File: src/rtl/uart_pkg.sv
// Shared types and constants for the UART receive path.
package uart_pkg;

    localparam int UART_DATA_BITS   = 8;
    localparam int UART_MIN_DIVISOR = 3;

    typedef enum logic [2:0] {
        IDLE,
        START,
        DATA,
        PARITY,
        STOP,
        WAIT_IDLE
    } rx_state_e;

    typedef struct packed {
        logic [UART_DATA_BITS-1:0] data;
        logic                      parity_error;
        logic                      framing_error;
    } rx_word_t;

    function automatic logic even_parity(input logic [UART_DATA_BITS-1:0] d);
        return ^d;
    endfunction

endpackage

File: src/rtl/uart_rx_fifo.sv
// Receive FIFO of rx_word_t entries; pointers carry an extra wrap bit.
module uart_rx_fifo
    import uart_pkg::*;
#(
    parameter int DEPTH = 4
) (
    input  logic     clk,
    input  logic     reset,
    input  logic     i_push,
    input  rx_word_t i_word,
    input  logic     i_pop,
    output rx_word_t o_head,
    output logic     o_valid,
    output logic     o_full
);

    localparam int AW = $clog2(DEPTH);

    rx_word_t    r_mem [DEPTH];
    logic [AW:0] r_wr_ptr;
    logic [AW:0] r_rd_ptr;
    logic        w_full;
    logic        w_empty;
    logic        w_wr_en;
    logic        w_rd_en;

    assign w_empty = (r_wr_ptr == r_rd_ptr);
    assign w_full  = (r_wr_ptr[AW] != r_rd_ptr[AW]) &&
                     (r_wr_ptr[AW-1:0] == r_rd_ptr[AW-1:0]);
    assign w_rd_en = i_pop & ~w_empty;
    // A full FIFO still accepts a push when the head leaves in the same cycle.
    assign w_wr_en = i_push & (~w_full | w_rd_en);

    always_ff @(posedge clk or posedge reset) begin
        if (reset) begin
            r_wr_ptr <= '0;
            r_rd_ptr <= '0;
            for (int i = 0; i < DEPTH; i++) begin
                r_mem[i] <= '0;
            end
        end else begin
            if (w_wr_en) begin
                r_mem[r_wr_ptr[AW-1:0]] <= i_word;
                r_wr_ptr                <= r_wr_ptr + (AW+1)'(1);
            end
            if (w_rd_en) begin
                r_rd_ptr <= r_rd_ptr + (AW+1)'(1);
            end
        end
    end

    assign o_head  = r_mem[r_rd_ptr[AW-1:0]];
    assign o_valid = ~w_empty;
    assign o_full  = w_full;

endmodule

File: src/rtl/uart_frame_receiver.sv
// UART frame receiver (start, 8 data LSB first, optional even parity, stop).
// Define UART_RX_FIFO_EN to replace the single output register with a FIFO.
module uart_frame_receiver
    import uart_pkg::*;
#(
    parameter int DIVISOR_WIDTH = 16,
    parameter int FIFO_DEPTH    = 4
) (
    input  logic                     clk,
    input  logic                     reset,
    input  logic                     io_rx,
    input  logic [DIVISOR_WIDTH-1:0] io_divisor,
    input  logic                     io_parity_en,
    output logic                     io_rsp_valid,
    input  logic                     io_rsp_ready,
    output logic [7:0]               io_rsp_data,
    output logic                     io_rsp_parity_error,
    output logic                     io_rsp_framing_error,
    output logic                     io_overrun,
    input  logic                     io_overrun_clear,
    output logic                     io_busy
);

    if (FIFO_DEPTH < 2 || (FIFO_DEPTH & (FIFO_DEPTH - 1)) != 0) begin : g_depth_check
        $error("FIFO_DEPTH must be a power of 2 and at least 2");
    end

    logic                     r_rx_meta;
    logic                     r_rx_s;
    rx_state_e                r_state;
    rx_state_e                w_state_nxt;
    logic [DIVISOR_WIDTH-1:0] r_cnt;
    logic [DIVISOR_WIDTH-1:0] w_cnt_nxt;
    logic [DIVISOR_WIDTH-1:0] r_div;
    logic [DIVISOR_WIDTH-1:0] w_div_in;
    logic                     r_par_en;
    logic [2:0]               r_idx;
    logic [2:0]               w_idx_nxt;
    logic [7:0]               r_data;
    logic [7:0]               w_data_nxt;
    logic                     r_perr;
    logic                     w_perr_nxt;
    logic                     w_timeout;
    logic                     w_start;
    logic                     w_push;
    rx_word_t                 w_word;
    rx_word_t                 w_rsp_word;
    logic                     w_rsp_valid;
    logic                     w_pop;
    logic                     w_drop;
    logic                     r_overrun;

    // Sync flops reset high so reset can never look like a start bit.
    always_ff @(posedge clk or posedge reset) begin
        if (reset) begin
            r_rx_meta <= 1'b1;
            r_rx_s    <= 1'b1;
        end else begin
            r_rx_meta <= io_rx;
            r_rx_s    <= r_rx_meta;
        end
    end

    assign w_div_in  = (io_divisor < DIVISOR_WIDTH'(UART_MIN_DIVISOR)) ?
                       DIVISOR_WIDTH'(UART_MIN_DIVISOR) : io_divisor;
    assign w_timeout = (r_cnt == '0);
    assign w_start   = (r_state == IDLE) && !r_rx_s;

    always_comb begin
        w_state_nxt = r_state;
        w_cnt_nxt   = w_timeout ? r_cnt : r_cnt - DIVISOR_WIDTH'(1);
        w_idx_nxt   = r_idx;
        w_data_nxt  = r_data;
        w_perr_nxt  = r_perr;
        w_push      = 1'b0;
        unique case (r_state)
            IDLE: begin
                w_perr_nxt = 1'b0;
                if (!r_rx_s) begin
                    w_cnt_nxt   = w_div_in >> 1;
                    w_state_nxt = START;
                end
            end
            START: begin
                if (w_timeout) begin
                    if (r_rx_s) begin
                        w_state_nxt = IDLE;
                    end else begin
                        w_cnt_nxt   = r_div;
                        w_idx_nxt   = '0;
                        w_state_nxt = DATA;
                    end
                end
            end
            DATA: begin
                if (w_timeout) begin
                    w_data_nxt[r_idx] = r_rx_s;
                    w_cnt_nxt         = r_div;
                    w_idx_nxt         = r_idx + 3'd1;
                    if (r_idx == 3'(UART_DATA_BITS - 1)) begin
                        w_state_nxt = r_par_en ? PARITY : STOP;
                    end
                end
            end
            PARITY: begin
                if (w_timeout) begin
                    w_perr_nxt  = r_rx_s ^ even_parity(r_data);
                    w_cnt_nxt   = r_div;
                    w_state_nxt = STOP;
                end
            end
            STOP: begin
                if (w_timeout) begin
                    w_push      = 1'b1;
                    w_state_nxt = r_rx_s ? IDLE : WAIT_IDLE;
                end
            end
            WAIT_IDLE: begin
                if (r_rx_s) begin
                    w_state_nxt = IDLE;
                end
            end
            default: w_state_nxt = IDLE;
        endcase
    end

    always_ff @(posedge clk or posedge reset) begin
        if (reset) begin
            r_state  <= IDLE;
            r_cnt    <= '0;
            r_div    <= '0;
            r_par_en <= 1'b0;
            r_idx    <= '0;
            r_data   <= '0;
            r_perr   <= 1'b0;
        end else begin
            r_state <= w_state_nxt;
            r_cnt   <= w_cnt_nxt;
            r_idx   <= w_idx_nxt;
            r_data  <= w_data_nxt;
            r_perr  <= w_perr_nxt;
            if (w_start) begin
                r_div    <= w_div_in;
                r_par_en <= io_parity_en;
            end
        end
    end

    assign w_word = '{data: r_data, parity_error: r_perr, framing_error: ~r_rx_s};
    assign w_pop  = w_rsp_valid & io_rsp_ready;

`ifdef UART_RX_FIFO_EN
    logic w_fifo_full;

    uart_rx_fifo #(
        .DEPTH (FIFO_DEPTH)
    ) u_fifo (
        .clk     (clk),
        .reset   (reset),
        .i_push  (w_push),
        .i_word  (w_word),
        .i_pop   (w_pop),
        .o_head  (w_rsp_word),
        .o_valid (w_rsp_valid),
        .o_full  (w_fifo_full)
    );

    assign w_drop = w_push & w_fifo_full & ~w_pop;
`else
    rx_word_t r_word;
    logic     r_valid;

    assign w_drop = w_push & r_valid & ~io_rsp_ready;

    always_ff @(posedge clk or posedge reset) begin
        if (reset) begin
            r_word  <= '0;
            r_valid <= 1'b0;
        end else if (w_push && !w_drop) begin
            r_word  <= w_word;
            r_valid <= 1'b1;
        end else if (w_pop) begin
            r_valid <= 1'b0;
        end
    end

    assign w_rsp_word  = r_word;
    assign w_rsp_valid = r_valid;
`endif

    // A fresh drop outranks a clear arriving in the same cycle.
    always_ff @(posedge clk or posedge reset) begin
        if (reset) begin
            r_overrun <= 1'b0;
        end else if (w_drop) begin
            r_overrun <= 1'b1;
        end else if (io_overrun_clear) begin
            r_overrun <= 1'b0;
        end
    end

    assign io_rsp_valid         = w_rsp_valid;
    assign io_rsp_data          = w_rsp_word.data;
    assign io_rsp_parity_error  = w_rsp_word.parity_error;
    assign io_rsp_framing_error = w_rsp_word.framing_error;
    assign io_overrun           = r_overrun;
    assign io_busy              = (r_state != IDLE);

endmodule

File: config.mk
export PLATFORM = sky130hd
export DESIGN_NAME = uart_frame_receiver
export DESIGN_NICKNAME = d
export VERILOG_FILES = /design/src/rtl/uart_pkg.sv /design/src/rtl/uart_rx_fifo.sv /design/src/rtl/uart_frame_receiver.sv
export SDC_FILE = /design/constraint.sdc
export NUM_CORES = 1
export LEC_CHECK = 0
export CORE_ASPECT_RATIO = 1.2
export CORE_MARGIN = 4
export CORE_UTILIZATION = 55
export CTS_BUF_LIST = sky130_fd_sc_hd__clkbuf_2 sky130_fd_sc_hd__clkbuf_4 sky130_fd_sc_hd__clkbuf_8
export DETAILED_ROUTE_END_ITERATION = 8
export PLACE_DENSITY = 0.78
export SLEW_MARGIN = 20
export SYNTH_ARGS = -nofsm -noshare
export SYNTH_HDL_FRONTEND = slang
export SYNTH_SLANG_ARGS = --single-unit
File: constraint.sdc
create_clock -name clk -period 2.9 [get_ports clk]
set_clock_uncertainty 0.15 [all_clocks]
set_input_delay 0.87 -clock clk [delete_from_list [all_inputs] [get_ports clk]]
set_output_delay 0.87 -clock clk [all_outputs]
set_load 0.02 [all_outputs]
==> results of run 1 <==
stage by stage:
stage               total power [mW]  setup slack [ns]  instance area, um2
CTS                             2.26           0.00802                3940
finish                          2.25             0.136                3950
global route                    2.35            0.0153                3950
detailed placement              1.41            0.0422                3720
global placement                1.40             0.149                3720
floorplan                       1.30             0.342                3250
flip-flops by register name, indices dropped and copies added, names as in the netlist, 3 cells and up:
signal / flops
r_data: 8
r_cnt: 16
r_div: 16
r_idx: 3
io_rsp_data: 8
r_state: 3
cells by family after synthesis:
logic type                 count (synthesis)  share of synthesized area [%]
buffers and inverters                     28                           3.38
AOI/OAI and AO/OA                         70                           15.1
and+or+nand+nor                          122                           20.6
xor gates and xnor gates                  18                           4.84
muxes                                     21                           7.11
adders and majority gates                  3                           1.15
DFF                                       62                           47.8
routing by layer:
layer	vias to the layer above	track usage (%)
met1	1271	26.9
li1	1245	-
met2	54	38.8
met5	-	0
met4	0	10.8
met3	20	5.99
final timing paths:
check	startpoint	end	slack, ns	cells past startpoint
max	r_state[1]	io_busy	0.14	2
min	r_rx_meta	r_rx_s	0.21	0
max reg2reg	r_cnt[0]	r_cnt[3]	0.15	7
min reg2reg	r_rx_meta	r_rx_s	0.21	0
max in group asynchronous	reset	r_rx_s	1.56	3
min in group asynchronous	reset	r_data[2]	0.76	3
report_power, final:
| group | switching (mW) | internal [mW] |
|---|---|---|
| clock network | 0.341 | 0.504 |
| registers | 0.112 | 0.952 |
| logic | 0.167 | 0.175 |
placed cells by master (no fill, tap or decap), types with 3 or more instances in the layout:
| master | count |
|---|---|
| a221o_1 | 6 |
| buf_4 | 8 |
| xor2_1 | 9 |
| nor3_1 | 8 |
| mux2_2 | 17 |
| a22oi_1 | 3 |
| nand4_1 | 3 |
| nand2_1 | 38 |
| o31ai_1 | 3 |
| inv_1 | 8 |
| nor2_1 | 19 |
| nor4b_1 | 3 |
| a21oi_1 | 10 |
| nand3_1 | 9 |
| ha_1 | 3 |
| nor4_1 | 12 |
| o2bb2ai_1 | 3 |
| dfrtp_1 | 59 |
| a21o_1 | 9 |
| nand2b_1 | 3 |
| o211ai_1 | 6 |
| or3_1 | 3 |
| clkbuf_8 | 10 |
| xnor2_1 | 9 |
| o21ai_0 | 16 |
| mux2i_1 | 4 |
| and2_1 | 7 |
| clkdlybuf4s50_1 | 34 |
worst max-delay path, delay by kind of cell (launching register included):
family | cells | cell delay [ns]
buf+inv | 1 | 0.55
flops | 1 | 0.49
simple gates | 1 | 0.36
final cells by class:
class,instances,area [um2]
clock buffers,10,138
clock inverters,6,85.1
fillers,453,1760
inverters,9,33.8
multi-input cells,234,1590
flip-flops and latches,62,1560
well taps,80,100
repair buffers,44,440
timing repair:
action / 4_1_cts / 5_1_grt
setup buffers: 0 / 0
setup endpoints to repair: 0 / 15
resized for setup: 0 / 2
==> flow_summary.ini, run 1 <==
[run_status]
status = finished clean

[drt]
m1WireLength_um = 3130
drt_wl_total_um = 7530
drc = 0
wl_met2_um = 3910
drt_iter0_drc = 152
ant_nets = 0
top_layer_used = met4
avgRoutedWirePerCell_um = 16.9
via_count = 2590
viasPerCell = 5.82
dr_wl_met3_um = 240
firstDrtPassIters = 4

[synth]
yosys-top-cells-count = dfrtp_1 (60), nand2_1 (38), nor2_1 (19)
synth_top_area_share_pct = 46.1
syn_inst = 324
yosysMostFrequentCell = dfrtp_1
synth_edf_count = 0
yosysTopAreaCell = dfrtp_1
synth_area_per_cell_um2 = 10.0
synth_cell_types = 56
dominantRegCellSynth = dfrtp_1
seq_area_frac_synth_pct = 47.8
synthArstFlopShare_pct = 100
synth_nets = 349
synth_area_leaders = dfrtp_1 (46%), mux2_2 (5.9%), nand2_1 (4.4%)
synthesis.area_um2 = 3250
synth_seq_cells = 62
synth_warnings = 0

[clock_network]
clock_path_buffers = 2
clock_latency_ns = 0.34
cts.sinks = 62
cts_buffers = 9
clkTransAtPathRegs_ns = 0.07
root_buffer = clkbuf_8
cts_tree = done
ctsHoldBuffers = 0
h-tree-depth = 3

[sta]
setup_viol = 0
slew_headroom_pct = 55.8
clock.fmax_mhz = 362
post-route-min-period_ns = 2.76
hold-worst-slack_ns = 0.208
rsz0062_at_grt = false
fin_crit_sh_pct = 95.3
final_hold_viol_count = 0
fin_setup_tns_ns = 0
worstMarginPinSlew_ns = 0.659
drv_slew = 0

[power]
p_per_area_nw_per_um2 = 570
peakVddDrop_mv = 0.378
power_leakage_nw = 1.72

[die]
core_area_um2 = 5710
std_cell_rows = 30
die-width_um = 78.2
start_util_pct = 57.0
dieArea_um2 = 7220
die_y_um = 92.3
ios = 35

[final_layout]
area_growth_pct = 21.3
layout.cells.non_filler = 445
drive_above_1_share_pct = 16.2
finish.utilization_pct = 69.2
num-nets-final = 385
antenna_cells = 0

[worst_setup_path]
worstPathMaxFanout = 12
cp_data_arrival_time_ns = 1.74
cp.required_ns = 1.88
critPathSlowestCell = clkdlybuf4s50_1
end_kind = primary output
crit_chain = or3_1 > clkdlybuf4s50_1
start_kind = flip-flop
crit_type = reg2out
critPathMaxStageDelay_ns = 0.55

[global_routing]
grt_pass1_vias = 2735
grt_max_degree = 63
gr-usage-all-layers_pct = 22.9
grt_pass1_wl_um = 13000
globalRoute.totalOverflow = 0
antenna_found_initial = 0

[place]
hpwl_um = 5290
gp_congestion = 0.932
port_buffers = 34
dp.cells = 429

[run]
drv_cap = 0

[hold_path]
min-delay-path-class = reg2reg
No activity file was read; power rests on OpenSTA's default activity.
==> run 2, diff against run 1 <==
- GPL_TIMING_DRIVEN: not set -> 0
- HOLD_SLACK_MARGIN: not set -> 0.02
- SYNTH_HIERARCHICAL: not set -> 1
==> run 2 against run 1 <==
  * Worst hold slack improved by 0.0015 ns
  * Highest routed layer unchanged
  * First-iteration DRC count is 63% higher
  * Critical path type unchanged
  * Register-to-register slack got worse by 0.02 ns
  * Synthesized cell count unchanged
  * Largest power group unchanged
==> flow_summary.ini, run 2 <==
[run_status]
status = finished clean

[die]
die_y_um = 92.3
dieArea_um2 = 7220
ios = 35
core_area_um2 = 5710
start_util_pct = 57.0
std_cell_rows = 30
die-width_um = 78.2

[synth]
synthArstFlopShare_pct = 100
synth_edf_count = 0
synth_area_per_cell_um2 = 10.0
synth_cell_types = 56
syn_inst = 324
seq_area_frac_synth_pct = 47.8
synth_seq_cells = 62
synth_nets = 349
synthesis.area_um2 = 3250
yosysTopAreaCell = dfrtp_1
synth_area_leaders = dfrtp_1 (46%), mux2_2 (5.9%), nand2_1 (4.4%)
dominantRegCellSynth = dfrtp_1
yosys-top-cells-count = dfrtp_1 (60), nand2_1 (38), nor2_1 (19)
synth_top_area_share_pct = 46.1
yosysMostFrequentCell = dfrtp_1
synth_warnings = 6

[drt]
firstDrtPassIters = 5
drt_wl_total_um = 7600
viasPerCell = 5.90
avgRoutedWirePerCell_um = 16.6
drt_iter0_drc = 248
via_count = 2697
ant_nets = 0
drc = 0

[global_routing]
grt_pass1_wl_um = 12600
globalRoute.totalOverflow = 0
grt_max_degree = 42
gr-usage-all-layers_pct = 22.5
grt_pass1_vias = 2667
antenna_found_initial = 0

[worst_setup_path]
critPathSlowestCell = or3_1
crit_chain = clkbuf_1 > or3_1 > dlygate4sd2_1
cp.required_ns = 1.88
critPathMaxStageDelay_ns = 0.46
cp_data_arrival_time_ns = 1.75
end_kind = primary output
critical-path-top-delay-family = buffers and inverters
worstPathMaxFanout = 10
start_kind = flip-flop
cp_num_buf_inv = 2
crit_type = reg2out

[clock_network]
clock_path_buffers = 2
cts_buffers = 9
clkTransAtPathRegs_ns = 0.08
h-tree-depth = 3
cts.sinks = 62
root_buffer = clkbuf_8
cts_tree = done
ctsHoldBuffers = 0
clock_latency_ns = 0.35

[sta]
worstMarginPinSlew_ns = 0.781
final_hold_viol_count = 0
setup_ws_ns = 0.128
post-route-min-period_ns = 2.77
fin_crit_sh_pct = 95.6
hold-worst-slack_ns = 0.209
clock.fmax_mhz = 361
rsz0062_at_grt = false
drv_slew = 0
slew_headroom_pct = 47.5
setup_viol = 0

[power]
power_leakage_nw = 1.72
peakVddDrop_mv = 0.359
p_per_area_nw_per_um2 = 569

[place]
placed_cell_area_um2 = 3720
dp_slack_ns = -0.203
hpwl_um = 5460
gp_congestion = 0.914
dp.cells = 439
port_buffers = 34

[final_layout]
largest_registers = r_cnt (16), r_div (16)
area_growth_pct = 22.6
final_cell_mix = dfrtp_1 (60), nand2_1 (38), clkdlybuf4s50_1 (33)
drive_above_1_share_pct = 14.3
design_area_um2 = 3990
num-nets-final = 397
finish.utilization_pct = 69.9
final_common_cell = dfrtp_1
antenna_cells = 0
layout.cells.non_filler = 457

[run]
drv_cap = 0

[hold_path]
min-delay-path-class = reg2reg
[run 2: worst paths after layout]
path / startpoint / cells past startpoint / slack (ns) / to
max in group asynchronous: reset / 3 / 1.40 / r_rx_s
worst min-delay path: r_rx_meta / 0 / 0.21 / r_rx_s
worst min register to register: r_rx_meta / 0 / 0.21 / r_rx_s
worst max-delay path: r_state[2] / 3 / 0.13 / io_busy
worst max register to register: r_cnt[0] / 8 / 0.13 / r_cnt[8]
min in group asynchronous: reset / 2 / 0.66 / io_rsp_data[2]
[run 2: final cells by class]
type                            instances  area, um2
Sequential cell                        62       1550
Clock inverter                          7        104
Clock buffer                            9        124
Buffer                                 19       76.3
Fill cell                             462       1720
Inverter                                9       36.3
Tap cell                               80        100
Multi-Input combinational cell        234       1610
Timing Repair Buffer                   37        387
[run 2: power by group]
part | internal [mW] | leakage [nW] | switching [mW]
sequential | 0.952 | 0.776 | 0.0889
clock | 0.495 | 0.115 | 0.373
combinational | 0.179 | 0.832 | 0.183
total | 1.63 | 1.72 | 0.646
[run 2: worst reg2reg max path, cell delays in order (launching register included)]
cell	delay, ns
dfrtp_1	0.40
inv_1	0.11
ha_1	0.20
or3b_2	0.50
or4_1	0.48
buf_4	0.19
nor2_8	0.15
o31ai_4	0.12
a221o_1	0.38
[run 2: routing by layer]
layer | wire [um] | vias up | track usage (%)
met1 | 3100 | 1334 | 26.8
met3 | 336 | 19 | 5.40
met2 | 3890 | 68 | 39.1
li1 | - | 1276 | -
met4 | 266 | 0 | 8.75
met5 | 0 | - | 0
[run 2: logic make-up (layout without fill, tap and decap cells)]
kind of cell               count (synthesis)  after routing  synth area share, %
buffers and inverters                     28             81                 3.38
and+or+nand+nor                          122            122                 20.6
DFF                                       62             62                 47.8
adders and majority gates                  3              3                 1.15
muxes                                     21             21                 7.11
xor gates and xnor gates                  18             18                 4.84
AOI/OAI and AO/OA                         70             70                 15.1
[run 2: metrics by stage]
stage | total power, mW | setup TNS [ns]
2_1_floorplan | 1.30 | 0
3_3_place_gp | 1.39 | -42.62
3_5_place_dp | 1.41 | -1.78
4_1_cts | 2.28 | 0
5_1_grt | 2.38 | 0
6_report | 2.27 | 0
[run 2: repair_timing]
action                                  CTS  global route
endpoints found under the setup margin    1            26
pin swaps                                 0             1
gates resized for setup                   1             3
buffers inserted                          0             2
